$ cat config.mk
export PLATFORM = sky130hd
export DESIGN_NAME = p_msg_src
export DESIGN_NICKNAME = d
export VERILOG_FILES = /design/src/rtl/p_msg_src.sv
export SDC_FILE = /design/constraint.sdc
export NUM_CORES = 1
export LEC_CHECK = 0
export CORE_AREA = 2 2 199 201
export DETAILED_ROUTE_END_ITERATION = 7
export DIE_AREA = 0 0 201 203
export PLACE_DENSITY_LB_ADDON = 0.2
export SKIP_LAST_GASP = 1
export SLEW_MARGIN = 0
export SYNTH_ARGS = -nofsm -noshare
export SYNTH_HDL_FRONTEND = slang
export SYNTH_SLANG_ARGS = --single-unit
$ cat constraint.sdc
create_clock -name i_clk -period 29.5 [get_ports i_clk]
set_input_delay 2.95 -clock i_clk [delete_from_list [all_inputs] [get_ports i_clk]]
set_output_delay 2.95 -clock i_clk [all_outputs]
set_load 0.03 [all_outputs]
$ cat src/rtl/p_msg_src.sv
// p_msg_src: sequences Poly1305 key r, key s and zero-padded 16-byte message
// blocks into a tag engine that pulls data with request edges.
module p_msg_src (
  input  logic         i_clk,
  input  logic         i_rst,
  input  logic         i_start,
  input  logic [31:0]  i_len_msg,
  input  logic [127:0] i_key_r,
  input  logic [127:0] i_key_s,
  input  logic         i_wvalid,
  input  logic [31:0]  i_wdata,
  output logic         o_wready,
  input  logic         i_rqst_msg,
  output logic         o_start,
  output logic         o_en_msg,
  output logic [127:0] o_msg,
  output logic [31:0]  o_len_msg,
  output logic         o_busy,
  output logic         o_done
);

  typedef enum logic [2:0] {IDLE, KEYS, FILL, HOLD, FIN} state_t;
  state_t state, state_nxt;

  logic         rqst_q, pend;
  logic [127:0] key_s_q, blk;
  logic [31:0]  rem;
  logic [28:0]  blk_left;
  logic [2:0]   wcnt, words_need;
  logic [32:0]  len_p15;
  logic         rqst_edge, last_blk, accept, blk_done, send;

  // Zero every byte of word k whose message index falls at or past rem5.
  function automatic logic [31:0] mask_word(input logic [31:0] w,
                                            input logic [1:0]  k,
                                            input logic [4:0]  rem5,
                                            input logic        last);
    logic [31:0] m;
    logic [4:0]  idx;
    m = w;
    for (int j = 0; j < 4; j++) begin
      idx = {1'b0, k, 2'(j)};
      if (last && (idx >= rem5)) m[8*j +: 8] = 8'h00;
    end
    return m;
  endfunction

  assign rqst_edge  = i_rqst_msg & ~rqst_q;
  assign last_blk   = (blk_left == 29'd1);
  // rem is 1..16 in the last block, so ceil(rem/4) fits in three bits.
  assign words_need = last_blk ? (rem[4:2] + {2'b00, |rem[1:0]}) : 3'd4;
  assign accept     = (state == FILL) & i_wvalid;
  assign blk_done   = accept & ((wcnt + 3'd1) == words_need);
  assign send       = (state == HOLD) & (pend | rqst_edge);
  assign len_p15    = {1'b0, i_len_msg} + 33'd15;

  always_comb begin
    state_nxt = state;
    o_wready  = 1'b0;
    case (state)
      IDLE: if (i_start) state_nxt = KEYS;
      KEYS: if (rqst_edge) state_nxt = (blk_left == 29'd0) ? FIN : FILL;
      FILL: begin
        o_wready = 1'b1;
        if (blk_done) state_nxt = HOLD;
      end
      HOLD: if (send) state_nxt = last_blk ? FIN : FILL;
      FIN:  state_nxt = IDLE;
      default: state_nxt = IDLE;
    endcase
  end

  always_ff @(posedge i_clk) begin
    if (i_rst) begin
      state     <= IDLE;
      rqst_q    <= 1'b0;
      pend      <= 1'b0;
      o_start   <= 1'b0;
      o_en_msg  <= 1'b0;
      o_done    <= 1'b0;
      o_busy    <= 1'b0;
      o_msg     <= '0;
      o_len_msg <= '0;
    end else begin
      state    <= state_nxt;
      rqst_q   <= i_rqst_msg;
      o_start  <= 1'b0;
      o_en_msg <= 1'b0;
      o_done   <= 1'b0;
      case (state)
        IDLE: if (i_start) begin
          o_start   <= 1'b1;
          o_busy    <= 1'b1;
          o_msg     <= i_key_r;
          o_len_msg <= i_len_msg;
          pend      <= 1'b0;
        end
        KEYS: if (rqst_edge) begin
          o_en_msg <= 1'b1;
          o_msg    <= key_s_q;
        end
        FILL: if (rqst_edge) pend <= 1'b1;
        HOLD: if (send) begin
          o_en_msg <= 1'b1;
          o_msg    <= blk;
          pend     <= 1'b0;
        end
        FIN: begin
          o_done <= 1'b1;
          o_busy <= 1'b0;
        end
        default: ;
      endcase
    end
  end

  // Job datapath: reloaded on every accepted start, so it needs no reset.
  always_ff @(posedge i_clk) begin
    case (state)
      IDLE: if (i_start) begin
        key_s_q  <= i_key_s;
        rem      <= i_len_msg;
        blk_left <= len_p15[32:4];
        blk      <= '0;
        wcnt     <= 3'd0;
      end
      FILL: if (accept) begin
        blk[{wcnt[1:0], 5'd0} +: 32] <= mask_word(i_wdata, wcnt[1:0], rem[4:0], last_blk);
        wcnt <= wcnt + 3'd1;
      end
      HOLD: if (send) begin
        blk      <= '0;
        wcnt     <= 3'd0;
        rem      <= rem - 32'd16;
        blk_left <= blk_left - 29'd1;
      end
      default: ;
    endcase
  end

endmodule

== Yosys cells after proc, flatten, opt, wreduce, memory -nomap -nowiden ==
Cells that the tools add are included.

* Flip-flop bits (word level): 489
* Output and inout bits: 165
* Word-level logic and storage cells: 115

* Add/sub/neg operators: 6
* Order comparisons: 4
* Equal/unequal tests: 12
* Shift-type cells: 2
* Muxes and demuxes: 51
* Bitwise gates (word level): 7
* Reduce and logical (&&, ||, !) cells: 19

{| class="wikitable"
|+ Operators by type and width
! operator !! count
|-
| 128-bit two-way mux || 6
|-
| 128-bit case mux with 3 select lines || 2
|-
| 128-bit bitwise mux || 1
|-
| 32-bit by 9-bit variable shift with 128-bit output, first input constant || 1
|-
| 32-bit by 9-bit indexed part select with 128-bit output || 1
|-
| 8-bit two-way mux || 12
|-
| 32-bit two-way mux || 2
|-
| 32-bit case mux with 2 select lines || 1
|-
| 29-bit two-way mux || 2
|-
| 29-bit case mux with 2 select lines || 1
|-
| 32-bit by 4-bit adder with 33-bit output, second input constant || 1
|-
| 32-bit by 5-bit subtractor with 32-bit output, second input constant || 1
|-
| 3-bit two-way mux || 10
|-
| 29-bit by 1-bit == test with 1-bit output, second input constant || 1
|-
| 29-bit logical NOT || 1
|-
| 29-bit by 1-bit subtractor with 29-bit output, second input constant || 1
|-
| 4-bit by 5-bit greater-or-equal comparator with 1-bit output || 4
|-
| 4-bit AND reduction || 4
|-
| 2-bit != test, second input constant || 6
|-
| 3-bit case mux with 4 select lines || 1
|-
| 1-bit two-way mux || 9
|-
| 7-bit negation with 9-bit output || 1
|-
| 3-bit case mux with 3 select lines || 1
|-
| 3-bit by 2-bit == test with 1-bit output, second input constant || 2
|-
| other kinds (17) || 29
|}

== Logic depth before layout (Yosys ltp) ==
* Word-level depth: 9
* Gate-level depth with buffers: 9
* Mapped depth without buffers: 9

== Worst setup path before layout ==
OpenSTA, ideal clock, no wires.

* Path kind: in2reg
* From: input i_rqst_msg
* To: register blk[0] (enable)
* Library setup time: 802 ps
* Arrival time: 12501 ps
* Required time: 28698 ps
* Setup slack: 16197 ps
* Stages on the path: 5
* Path through: nor2b_1 -> nor2_1 -> nand2_1 -> o21ai_0 -> o21ai_0

* Longest elaborated chain between the ends: 5

{| class="wikitable"
|+ Ends and longest elaborated chain
! item !! RTL line !! text
|-
| start: declaration || 13 || <nowiki>input logic i_rqst_msg,</nowiki>
|-
| 1-bit bitwise AND || 48 || <nowiki>assign rqst_edge = i_rqst_msg & ~rqst_q;</nowiki>
|-
| 1-bit OR || 54 || <nowiki>assign send = (state == HOLD) & (pend | rqst_edge);</nowiki>
|-
| 1-bit bitwise AND || 54 ||
|-
| 2-bit != test (no line) || n/a ||
|-
| 4-bit AND reduction (no line) || n/a ||
|-
| end signal: indexed assignment || 128 || <nowiki>blk[{wcnt[1:0], 5'd0} +: 32] <= mask_word(i_wdata, wcnt[1:0], rem[4:0], last_blk);</nowiki>
|-
| end: declaration || 26 || <nowiki>logic [127:0] key_s_q, blk;</nowiki>
|}

No other way between the ends.
A chain may end at the register's enable or synchronous reset.

== Final worst setup path ==
* From: input i_start
* To: register o_msg[49]

* Longest elaborated chain between the ends: 2

{| class="wikitable"
|+ Ends and longest elaborated chain
! item !! RTL line !! text
|-
| start: declaration || 6 || <nowiki>input logic i_start,</nowiki>
|-
| 2-bit != test (no line) || n/a ||
|-
| 4-bit AND reduction (no line) || n/a ||
|-
| end signal: assignment || 94 || <nowiki>o_msg <= i_key_r;</nowiki>
|-
| end signal: assignment || 100 || <nowiki>o_msg <= key_s_q;</nowiki>
|-
| end signal: assignment || 105 || <nowiki>o_msg <= blk;</nowiki>
|-
| end: declaration || 16 || <nowiki>output logic [127:0] o_msg,</nowiki>
|}

No other way between the ends.

==> impl_metrics.py <==
metrics = {
    "clock_network": {
        "clock_tree_from_tritoncts": "built",
        "post_cts_buffers": 0,
        "clk_path_buf_depth": 3,
        "h-tree-depth": 2,
        "clk-insertion-delay-late_ns": 0.58,
        "cts-resized-gates": 0,
        "clkSlewWorstSetupHoldPaths_ns": 0.06,
        "cts_sinks": 462,
        "cts-root-buf": "sky130_fd_sc_hd__clkbuf_16",
        "ctsHoldBuffers": 0,
        "tritoncts.num_buffers": 48,
    },
    "finish": {
        "finalNetCount": 2812,
        "layout.core_utilization_pct": 72.2,
        "fillers": 2801,
        "layout.area.seq_um2": 12200,
        "drive_above_1_share_pct": 4.46,
        "multi_input_gate_area_um2": 8320,
        "area_growth_syn_to_layout_pct": 31.7,
    },
    "sta": {
        "setup-violations-final": 0,
        "fmax_mhz": 165,
        "max_slew_margin_pct": 20.4,
        "hold_viol": 0,
        "clock-skew-final_ns": 0.0118,
        "final_period_minus_worst_setup_slack_ns": 6.07,
        "setup_total_negative_slack_ns": 0,
        "setup_repair_after_global_routing_missed_its_margin": "false",
        "layout_worst_path_cycle_share_pct": 20.6,
        "maxSlewViolCount": 0,
        "worst_pin_slew_ns": 1.19,
    },
    "drt": {
        "vias": 17200,
        "router_iterations_before_antenna_repair": 5,
        "route.detailed.vias_per_inst": 5.68,
        "routedWlPerCell_um": 21.0,
        "route.antenna.remaining_nets": 0,
        "initialDrtViolationCount": 1417,
        "routed_wirelength_mm": 63.8,
        "drcViolationCount": 0,
    },
    "placed_design": {
        "place.gp.congestion": 0.904,
        "dp.final_hpwl_mm": 44.3,
        "numPortBuffers": 489,
    },
    "synth": {
        "synth_edf_count": 293,
        "synth_fp_nets": 2387,
        "ys_dominant_reg_cell": "sky130_fd_sc_hd__edfxtp_1",
        "postSynthRegisterBits": 462,
        "async_flop_share_pct": 0,
        "synth_cell_types": 49,
        "synthCells": 2048,
        "synth_area_um2": 21100,
        "synth-seq-area-share_pct": 57.7,
        "ys.warnings.count": 0,
        "syn_area_per_cell_um2": 10.3,
    },
    "worst_setup_path": {
        "reg2reg_depth": 9,
        "crit_fanout": 95,
        "worstSetupStartpoint": "i_start",
        "timing.setup.critical_path_class": "in2reg",
        "r2r-start": "state[1]",
        "critical_path.startpoint_type": "primary input",
        "cp_data_arrival_time_ns": 6.49,
        "worst-endpoint-required_ns": 29.92,
        "crit_path_end_kind": "register",
    },
    "floorplanning": {
        "floorplan.die.height_um": 203,
        "std_cell_rows": 72,
        "chipWidth_um": 201,
        "die-area_um2": 40800,
        "floorplan.io_pins": 490,
        "initial_core_util_pct": 54.9,
        "core_area_um2": 38500,
    },
    "job": {
        "maxCapViolations": 0,
    },
    "status": {
        "run_status": "finished, final reports clean",
    },
    "power_and_ir_drop": {
        "power_switching_mw": 0.921,
        "pwr_density_cell_nw_per_um2": 90.1,
        "switching_share_pct": 36.8,
        "static-leakage-power_nw": 9.80,
        "worst_ir_drop_vdd_mv": 0.0571,
        "power_report.internal_total_mw": 1.58,
        "power_frac_seq_pct": 40.7,
        "clockPowerShare_pct": 23.5,
        "power.share.combinational_pct": 35.8,
    },
    "global_route": {
        "gr-total-overflow": 0,
        "first_pass_grt_wire_length_mm": 95.2,
        "grt_antenna_before_repair": 5,
        "globalRouteTotalUtil_pct": 30.4,
        "via_count_of_the_first_global_routing_pass": 16700,
        "grt_max_degree": 114,
    },
    "hold_path": {
        "timing.hold.worst.class": "reg2reg",
        "hp-start": "o_len_msg[29]",
        "worst_hold_path.num_cells": 2,
    },
}
[logic make-up after synthesis]
| group | after synthesis | synth area share (%) |
|---|---|---|
| AO/OA/AOI/OAI | 468 | 12.9 |
| XOR/XNOR | 54 | 2.24 |
| adder cells (fa/ha/maj) | 14 | 0.830 |
| buffers and inverters | 153 | 3.05 |
| flip-flops | 462 | 57.7 |
| multiplexers | 137 | 6.52 |
| AND/OR/NAND/NOR | 760 | 16.7 |
[sequential cells by signal, summed over array words and instances, names as in the netlist, 3 cells and up]
register	cells
blk_left	29
rem	5
key_s_q	128
wcnt	3
o_msg	128
o_len_msg	32
state	3
blk	128
[critical path: stages]
cell                              delay, ns
sky130_fd_sc_hd__clkdlybuf4s50_1       0.49
sky130_fd_sc_hd__nand3b_1              0.13
sky130_fd_sc_hd__buf_4                 0.40
sky130_fd_sc_hd__inv_6                 0.38
sky130_fd_sc_hd__a21oi_4               0.38
sky130_fd_sc_hd__buf_4                 0.52
sky130_fd_sc_hd__buf_4                 0.73
sky130_fd_sc_hd__a211oi_1              0.13
sky130_fd_sc_hd__a21oi_1               0.19
sky130_fd_sc_hd__nor2_1                0.05
[power groups by stage]
stage / Clock (mW) / Combinational, mW / Sequential [mW]
floorplan: 0 / 0.505 / 1.12
global placement: 0 / 0.868 / 1.02
detailed placement: 0 / 0.888 / 1.03
CTS: 0.594 / 0.896 / 1.02
global route: 0.618 / 0.971 / 1.04
finish: 0.587 / 0.896 / 1.02
[cell type report]
class | count | share of cell area [%]
sequential | 462 | 43.9
multi-input combinational | 1433 | 29.9
timing repair buffer | 508 | 18.1
clock buffer | 77 | 5.13
tap | 518 | 2.33
inverter | 20 | 0.288
clock inverter | 11 | 0.275
antenna | 2 | 0.0180
[synthesized netlist by cell type (all sizes together), types with 2 or more instances]
cell type  number  area share [%]
nand2b          2           0.059
nand2          94             1.7
nor2b         136             4.0
and2           12            0.36
xor2           33             1.4
a211oi        129             4.6
mux2i         136             6.5
buf            39             1.0
clkbuf         94             1.7
nor3           15            0.38
xnor2          21            0.87
edfxtp        293              42
nor2          435             7.7
and3            3           0.089
inv            19            0.34
nand3b          6            0.21
dfxtp         169              16
o22a            2           0.083
ha             14            0.83
nand4          10            0.36
nor4           19             1.0
nor3b           2           0.071
o31a            3            0.12
a21oi         307             7.3
o21ai          18            0.43
nand3          14            0.33
or3             7            0.21
a2111oi         2            0.11
or2             2           0.059
[worst paths after layout]
path	to	slack [ns]
worst min-delay path	o_len_msg[29]	0.46
worst max-delay path	o_msg[49]	23.43
worst max register to register	o_msg[49]	25.25
worst min register to register	o_len_msg[29]	0.46
[cell usage in the layout, fill, tap and decap left out, drive strengths merged, types with 12 or more instances in the layout]
| master | synthesis | final |
|---|---|---|
| xnor2 | 21 | 21 |
| and2 | 12 | 12 |
| buf | 39 | 20 |
| o21ai | 18 | 18 |
| edfxtp | 293 | 293 |
| nand2 | 94 | 94 |
| clkbuf | 94 | 77 |
| nor3 | 15 | 15 |
| a21oi | 307 | 307 |
| nand3 | 14 | 14 |
| mux2i | 136 | 136 |
| xor2 | 33 | 33 |
| nor2 | 435 | 435 |
| inv | 19 | 20 |
| nor4 | 19 | 19 |
| dfxtp | 169 | 169 |
| clkdlybuf4s50 | 0 | 488 |
| nor2b | 136 | 136 |
| a211oi | 129 | 129 |
| ha | 14 | 14 |
[metal layers]
layer | routed length [um] | up-vias | track usage, %
met5 | 23 | - | 0
met4 | 2810 | 4 | 14.3
met3 | 5890 | 148 | 7.30
met2 | 30400 | 773 | 50.4
met1 | 24700 | 8193 | 37.7
li1 | - | 8112 | -
[per-stage QoR]
step | area, um2 | worst slack [ns] | instances | power [mW] | hold slack, ns
after floorplan | 21100 | 16.20 | 2048 | 1.62 | 0.500
after global placement | 26300 | 23.08 | 2941 | 1.89 | 0.444
after detailed placement | 26300 | 22.88 | 2941 | 1.92 | 0.449
after CTS | 27800 | 23.46 | 3029 | 2.51 | 0.457
after global routing | 27800 | 23.09 | 3031 | 2.63 | 0.479
final | 27800 | 23.43 | 3031 | 2.50 | 0.456
(Power assumes the default switching activity.)
